==> config.mk <==
export PLATFORM = sky130hd
export DESIGN_NAME = seg7_decode
export DESIGN_NICKNAME = d
export VERILOG_FILES = /design/src/rtl/seg7_pkg.sv /design/src/rtl/seg7_lut.sv /design/src/rtl/seg7_decode.sv
export SDC_FILE = /design/constraint.sdc
export NUM_CORES = 1
export LEC_CHECK = 0
export BUFFER_PORTS_ARGS = -buffer_cell sky130_fd_sc_hd__buf_2
export CELL_PAD_IN_SITES_DETAIL_PLACEMENT = 2
export CELL_PAD_IN_SITES_GLOBAL_PLACEMENT = 2
export CORE_MARGIN = 4
export CORE_UTILIZATION = 30
export DETAILED_ROUTE_END_ITERATION = 12
export HOLD_SLACK_MARGIN = 0.06
export PLACE_DENSITY_LB_ADDON = 0.1
export SLEW_MARGIN = 20
export SYNTH_ARGS = -nofsm -noshare
export SYNTH_HDL_FRONTEND = slang
export SYNTH_SLANG_ARGS = --single-unit
==> constraint.sdc <==
create_clock -name clk -period 3 [get_ports clk]
set_input_delay 0.15 -clock clk [delete_from_list [all_inputs] [get_ports clk]]
set_output_delay 0.15 -clock clk [all_outputs]
set_load 0.02 [all_outputs]
==> src/rtl/seg7_pkg.sv <==
// Shared definitions for the 7-segment read-back decoder: active-low pattern
// constants (bit6=g .. bit0=a), FSM state type and decoded token struct.
package seg7_pkg;

    localparam logic [6:0] SEG_0     = 7'b1000000;
    localparam logic [6:0] SEG_1     = 7'b1111001;
    localparam logic [6:0] SEG_2     = 7'b0100100;
    localparam logic [6:0] SEG_3     = 7'b0110000;
    localparam logic [6:0] SEG_4     = 7'b0011001;
    localparam logic [6:0] SEG_5     = 7'b0010010;
    localparam logic [6:0] SEG_6     = 7'b0000010;
    localparam logic [6:0] SEG_7     = 7'b1111000;
    localparam logic [6:0] SEG_8     = 7'b0000000;
    localparam logic [6:0] SEG_9     = 7'b0010000;
    localparam logic [6:0] SEG_A     = 7'b0001000;
    localparam logic [6:0] SEG_B     = 7'b0000011;
    localparam logic [6:0] SEG_C     = 7'b1000110;
    localparam logic [6:0] SEG_D     = 7'b0100001;
    localparam logic [6:0] SEG_E     = 7'b0000110;
    localparam logic [6:0] SEG_F     = 7'b0001110;
    localparam logic [6:0] SEG_BLANK = 7'b1111111;

    typedef enum logic {
        TRACK = 1'b0,
        EMIT  = 1'b1
    } state_e;

    typedef struct packed {
        logic [3:0] bcd;
        logic       blank;
        logic       err;
    } token_t;

endpackage

==> src/rtl/seg7_lut.sv <==
// Combinational pattern -> token decode. Hex letters A..F decode to 10..15
// only when SEG7_DECODE_HEX_EN is defined; otherwise they are errors.
module seg7_lut
    import seg7_pkg::*;
(
    input  logic [6:0] pattern_i,
    output token_t     token_o
);

    always_comb begin
        token_o = '{bcd: 4'd0, blank: 1'b0, err: 1'b0};
        case (pattern_i)
            SEG_0:     token_o.bcd = 4'd0;
            SEG_1:     token_o.bcd = 4'd1;
            SEG_2:     token_o.bcd = 4'd2;
            SEG_3:     token_o.bcd = 4'd3;
            SEG_4:     token_o.bcd = 4'd4;
            SEG_5:     token_o.bcd = 4'd5;
            SEG_6:     token_o.bcd = 4'd6;
            SEG_7:     token_o.bcd = 4'd7;
            SEG_8:     token_o.bcd = 4'd8;
            SEG_9:     token_o.bcd = 4'd9;
            SEG_BLANK: token_o.blank = 1'b1;
`ifdef SEG7_DECODE_HEX_EN
            SEG_A:     token_o.bcd = 4'd10;
            SEG_B:     token_o.bcd = 4'd11;
            SEG_C:     token_o.bcd = 4'd12;
            SEG_D:     token_o.bcd = 4'd13;
            SEG_E:     token_o.bcd = 4'd14;
            SEG_F:     token_o.bcd = 4'd15;
`endif
            default:   token_o.err = 1'b1;
        endcase
    end

endmodule

==> src/rtl/seg7_decode.sv <==
// Samples an active-low 7-segment pattern, waits for it to be stable, and
// emits one decoded token per displayed change (optional: SEG7_DECODE_HEX_EN).
module seg7_decode
    import seg7_pkg::*;
#(
    parameter int STABLE_CYCLES = 4
) (
    input  logic       clk,
    input  logic       rst_n,
    input  logic [6:0] leds,
    input  logic       out_ready,
    output logic       out_valid,
    output logic [3:0] bcd,
    output logic       blank,
    output logic       err,
    output state_e     dbg_state
);

    // Handshake: a token transfers on a rising edge where out_valid && out_ready;
    // while out_valid is high and out_ready low, bcd/blank/err are held.

    localparam int CW = $clog2(STABLE_CYCLES + 1);
    localparam logic [CW-1:0] CNT_MAX = CW'(STABLE_CYCLES - 1);

    state_e        state_q, state_d;
    logic [6:0]    samp_q;
    logic [CW-1:0] cnt_q, cnt_d;
    logic [6:0]    last_q;
    logic          last_vld_q;
    token_t        tok_q;
    token_t        dec;
    logic          match, at_max, fire;

    seg7_lut u_lut (
        .pattern_i (samp_q),
        .token_o   (dec)
    );

    assign match  = (leds == samp_q);
    assign at_max = (cnt_q == CNT_MAX);
    assign fire   = match && at_max && (!last_vld_q || (samp_q != last_q));

    // Counting is frozen at zero while a token waits, so tracking restarts on return.
    always_comb begin
        cnt_d = '0;
        if (state_q == TRACK && match) begin
            cnt_d = at_max ? cnt_q : cnt_q + 1'b1;
        end
    end

    always_comb begin
        state_d = state_q;
        case (state_q)
            TRACK:   if (fire) state_d = EMIT;
            EMIT:    if (out_ready) state_d = TRACK;
            default: state_d = TRACK;
        endcase
    end

    always_ff @(posedge clk or negedge rst_n) begin
        if (!rst_n) begin
            state_q    <= TRACK;
            samp_q     <= SEG_BLANK;
            cnt_q      <= '0;
            last_q     <= SEG_BLANK;
            last_vld_q <= 1'b0;
            tok_q      <= '{bcd: 4'd0, blank: 1'b0, err: 1'b0};
        end else begin
            state_q <= state_d;
            samp_q  <= leds;
            cnt_q   <= cnt_d;
            if (state_q == TRACK && fire) begin
                tok_q      <= dec;
                last_q     <= samp_q;
                last_vld_q <= 1'b1;
            end
        end
    end

    always_comb begin
        out_valid = (state_q == EMIT);
        bcd       = tok_q.bcd;
        blank     = tok_q.blank;
        err       = tok_q.err;
        dbg_state = state_q;
    end

endmodule

# Word-level counts from Yosys, hierarchy flattened
# Index checks and enable logic that the tools add are counted.
# totals
reg_bits	25
in_bits	10
out_inout_bits	8
# classes
add_sub_neg	1
eq_ne	14
n_mux	8
bitwise_logic	1
n_reduce_logical	8
# op_table
cell	n
$pmux W4 S9	1
$eq A7 B7 Y1 const B	4
$eq A7 B5 Y1 const B	3
$eq A7 B6 Y1 const B	2
$reduce_or A11 Y1	1
$eq A7 B2 Y1 const B	1
$eq A7 B7 Y1	1
$logic_not A7 Y1	1
$ne A7 B7 Y1	1
$mux W3	2
$logic_and A1 B1 Y1	4
$mux W1	4
$add A3 B1 Y3 const B	1
$eq A3 B2 Y1 const B	1
$ne A2 B2 Y1 const B	1
$pmux W1 S2	1
$logic_not A1 Y1	1
$logic_or A1 B1 Y1	1
$not A1 Y1	1

# Longest topological paths before layout
# depth
word_depth	5
mapped_depth	7
depth_no_buf	5

# Hierarchy
# From an unflattened synthesis, not the netlist that was laid out.
# unflattened
hier_cells	106
hier_area_um2	1310.0
# by_module_without_submodules
module	instances	cells_per_inst	area_each_um2	seq_area_each_um2
seg7_decode	1	78	1118.6	643.1
seg7_lut	1	28	191.4	0.0

# Least setup slack after synthesis
# Ideal clock, no wire load.
# synth_timing
path_type	reg2reg
from	register samp_q[6]
to	register tok_q (netlist bit bcd[0])
setup_time_ns	0.125
arrival_ns	1.859
required_time_ns	2.875
slack_ns	1.016
path_stages_with_launch	8
synth_period_minus_slack_ns	1.984
path_cell_list	dfstp_2 -> buf_6 -> xor2_1 -> nor4_4 -> nand4_2 -> a41oi_2 -> buf_6 -> mux2_2
# synth_via
elab_chain_len	4
word_cells_on_any_way	16
classes_between	10 x eq/ne; 1 x mux; 5 x reduce/logical
# synth_rtl
item	line	text
start, declared	seg7_decode.sv:26	logic [6:0] samp_q;
start signal, assigned	seg7_decode.sv:70	samp_q <= leds;
parallel branches: the longest is 4 deep, another holds $pmux W4 S9	n/a	
end signal, assigned	seg7_decode.sv:67	tok_q <= '{bcd: 4'd0, blank: 1'b0, err: 1'b0};
end, declared	seg7_decode.sv:30	token_t tok_q;
# Several ways; the timed one is not identified.
# A chain may end at the register's enable or synchronous reset.

# Final worst setup path
# layout_timing
from	register samp_q[1]
to	register tok_q (netlist bit bcd[0])
# The elaborated chain is that of the path after synthesis.

==> results by group <==
Placed design
  • Number of port buffers: 17
  • Final GP Congestion: between 0.7 and 0.8
  • Area after DPL: 1419 um^2
  • Post-DP HPWL: about 2200 um
  • Place WS: 591.5 ps
  • Placed Cells: roughly 170

Setup path
  • Crit start category: flop
  • Max stage delay on crit path: 680 ps
  • Critical Path End Type: flop
  • Critical path's slowest cell: dfstp_2
  • CP Launch Point: samp_q[1]
  • CP Data Arrival Time: ~2600 ps
  • Crit path to: bcd[0]
  • Reg2reg path depth: 6
  • RR Endpoint: bcd[0]
  • R2R Setup Slk: around 570 ps
  • WP depth: 6
  • Critical path start-end classification: reg2reg
  • Buf/Inv on CP: 1
  • WP data required: 3160 ps
  • CP cell instances: xor2_1, nor4_4, nand4_2, a41oi_2, buf_4, mux2_2
  • CP delay by family, top: flip-flops
  • Crit Reg-Reg Startpoint: samp_q[1]
  • Critical path fanouts, max: 12

Synth
  • Yosys cell types: 33
  • Mapped cell area: around 1300 um^2
  • Mapped Cells: about 120
  • Asr flop ratio synth: 100.0%
  • EDFF count, synth: 0
  • Top post-synthesis cells by area: dfstp_2 (28%), dfrtp_1 (21%), mux2_2 (10%)
  • Syn Nets: 127
  • Synthesis Warnings: 0
  • Commonest cells in the netlist: dfstp_2 (14), xor2_1 (14), nor2_1 (13)
  • Sequential cell area fraction in the yosys report: between 40 and 50%
  • Synth Register Bits: 25
  • Commonest register cell after synthesis: dfstp_2
  • Share of the synthesized area in the top cell type: between 20 and 30%
  • Post-synth top area cell: dfstp_2
  • Syn avg cell area: 11.48 um^2

Clocking
  • Post-CTS setup buffers: 0
  • H-tree depth: 1
  • Clock root buffer: clkbuf_8
  • Worst skew pair latency: approximately 280 ps
  • Hold-fix buffers, CTS: 8
  • CTS Buf Count: 3
  • CTS tree: done
  • Clock-pin slew of the registers on the worst-case setup and hold paths: around 90 ps
  • Post_cts resized: 0
  • Clock tree sinks: 25
  • CTS Buffer Depth: 2

Floorplan
  • DIE AREA: roughly 5500 um^2
  • Top Ports: 18
  • Die height: roughly 74 um
  • # rows: 23
  • Initial Utilization: 32.08%
  • Core ar.: 4115 um^2
  • Die X: about 74 um

Global route
  • First-pass GRT wire length: ~5200 um
  • Largest net degree at the start of global routing: 26
  • Total grt overflow: 0
  • GRT Util Overall: about an eighth
  • Vias in the first global route: 1033
  • Initial antenna violation count: 0

Detailed routing
  • Post-Route WL: around 3100 um
  • Vias after detailed routing: ~910
  • DR WL/cell: 16.41 um
  • Routed Antenna Nets: 0
  • 1st-iter DRT viols: 13
  • 1st-pass router iterations: 3
  • Post-route DRC: 0
  • Vias/cell: roughly 4.9

Layout
  • Fillers: around 450
  • Area of the multi-input gates: slightly above 600 um^2
  • Post-route cell area: roughly 1500 um^2
  • FF/Latch Area: 643.1 um^2
  • Final Non-Filler Cells: approximately 190
  • Fraction of layout cells with a size suffix above 1: around two fifths
  • Antenna Cells: 0
  • Layout area overhead: 17.06%
  • Nets@finish: about 150
  • Post-layout util: between 30% and 40%

Status
  • Status: finished clean

STA
  • FMAX: 0.4109 GHz
  • Min setup slack post-route: 566.3 ps
  • Final min period: 2434 ps
  • Slew headroom: approximately three fifths
  • Clk_skew: a little over 7 ps
  • Slew Limit Fails: 0
  • Setup TNS Final: 0 ps
  • # setup viols final: 0
  • Worst-Margin Slew: between 500 and 600 ps
  • Final Hold Fails: 0
  • Crit share post-route: approximately four fifths
  • Setup repair after global routing missed its margin: false

Worst hold path
  • Worst hold path type: in2reg
  • Hold_sp: out_ready

Pwr
  • Leak: between 0.0006 and 0.0007 uW
  • Pwr/cell area: roughly 400 nW/um^2
  • Cell Int Power: about 470 uW
  • Sequential Power Share: 58.4%
  • Logic pwr share: between 8 and 9%
  • Max VDD drop: between 0.3 and 0.4 mV
  • Clock power share: between 30 and 40%
  • Net Sw Frac: about 25%
  • Net Switching: 158.9 uW

Run
  • Max Cap Viol: 0
-- registers in the layout (all words and copies together) (netlist names) --
signal,count
bcd,4
blank,1
cnt_q,3
dbg_state,1
err,1
last_vld_q,1
last_q,7
samp_q,7
-- logic make-up (layout without fill, tap and decap cells) --
logic type / after synthesis / after routing / share of synthesized area (%)
compound gates: 11 / 11 / 6.351
fa+ha+maj: 2 / 2 / 1.895
flops: 25 / 25 / 48.72
xor+xnor: 17 / 17 / 11.28
mux: 14 / 14 / 11.75
simple gates: 34 / 34 / 14.88
buf+inv: 12 / 33 / 5.118
-- placed cells by master (no fill, tap or decap), types with 2 or more instances in the layout --
cell,Yosys,final
o211ai_1,2,2
dfstp_2,14,14
dlygate4sd3_1,0,8
xnor2_1,3,3
a21oi_1,3,3
buf_2,3,17
nor2_1,13,13
nand2_1,3,3
nor4_1,2,2
ha_1,2,2
clkbuf_8,0,3
mux2_2,12,12
xor2_1,14,14
nand3_1,4,4
nor3b_1,2,2
o21ai_0,2,2
dfrtp_1,11,11
mux2i_1,2,2
nor3_1,2,2
inv_1,3,3
-- worst reg2reg max path: cells and delay by family (launching register included) --
family          cells  cell delay, ps
flops               1             680
compound gates      1             410
buf+inv             1             240
mux                 1             340
simple gates        2             500
xor+xnor            1             140
-- worst min path at each step --
stage               slack, ps  depth (start not counted)        end
floorplan                -150                          0     bcd[0]
global placement          180                          1   cnt_q[1]
detailed placement        190                          1   cnt_q[1]
CTS                       170                          3  dbg_state
global route              170                          3  dbg_state
finish                    180                          3  dbg_state
-- through the flow --
stage                     hold slack (ps)  power, uW
after global placement              177.3      416.8
after CTS                           168.8      638.8
final                               176.6      625.4
after detailed placement            187.8      419.1
after global routing                172.4      659.8
after floorplan                    -145.6      396.1
-- layer usage --
layer	wire (um)	part of all wire, %	track usage [%]
met1	1370	45	15.38
met4	37	1.2	3.557
met2	1545	51	21.85
met3	100	3.3	2.973
met5	0	0	0
-- final cells by class --
type,instances,share of cell area (%)
multi-input combinational,78,39.43
inverter,3,0.7287
clock inverter,1,0.3239
sequential,25,41.62
tap,50,4.049
clock buffer,3,2.672
timing repair buffer,26,11.17
-- power groups by stage --
stage	logic [uW]	registers (uW)	clock network (uW)
global placement	46.3	371	0
floorplan	40.5	356	0
finish	54.0	366	206
CTS	55.6	366	217
detailed placement	47.7	371	0
global route	61.4	368	231
(Power assumes the default switching activity.)
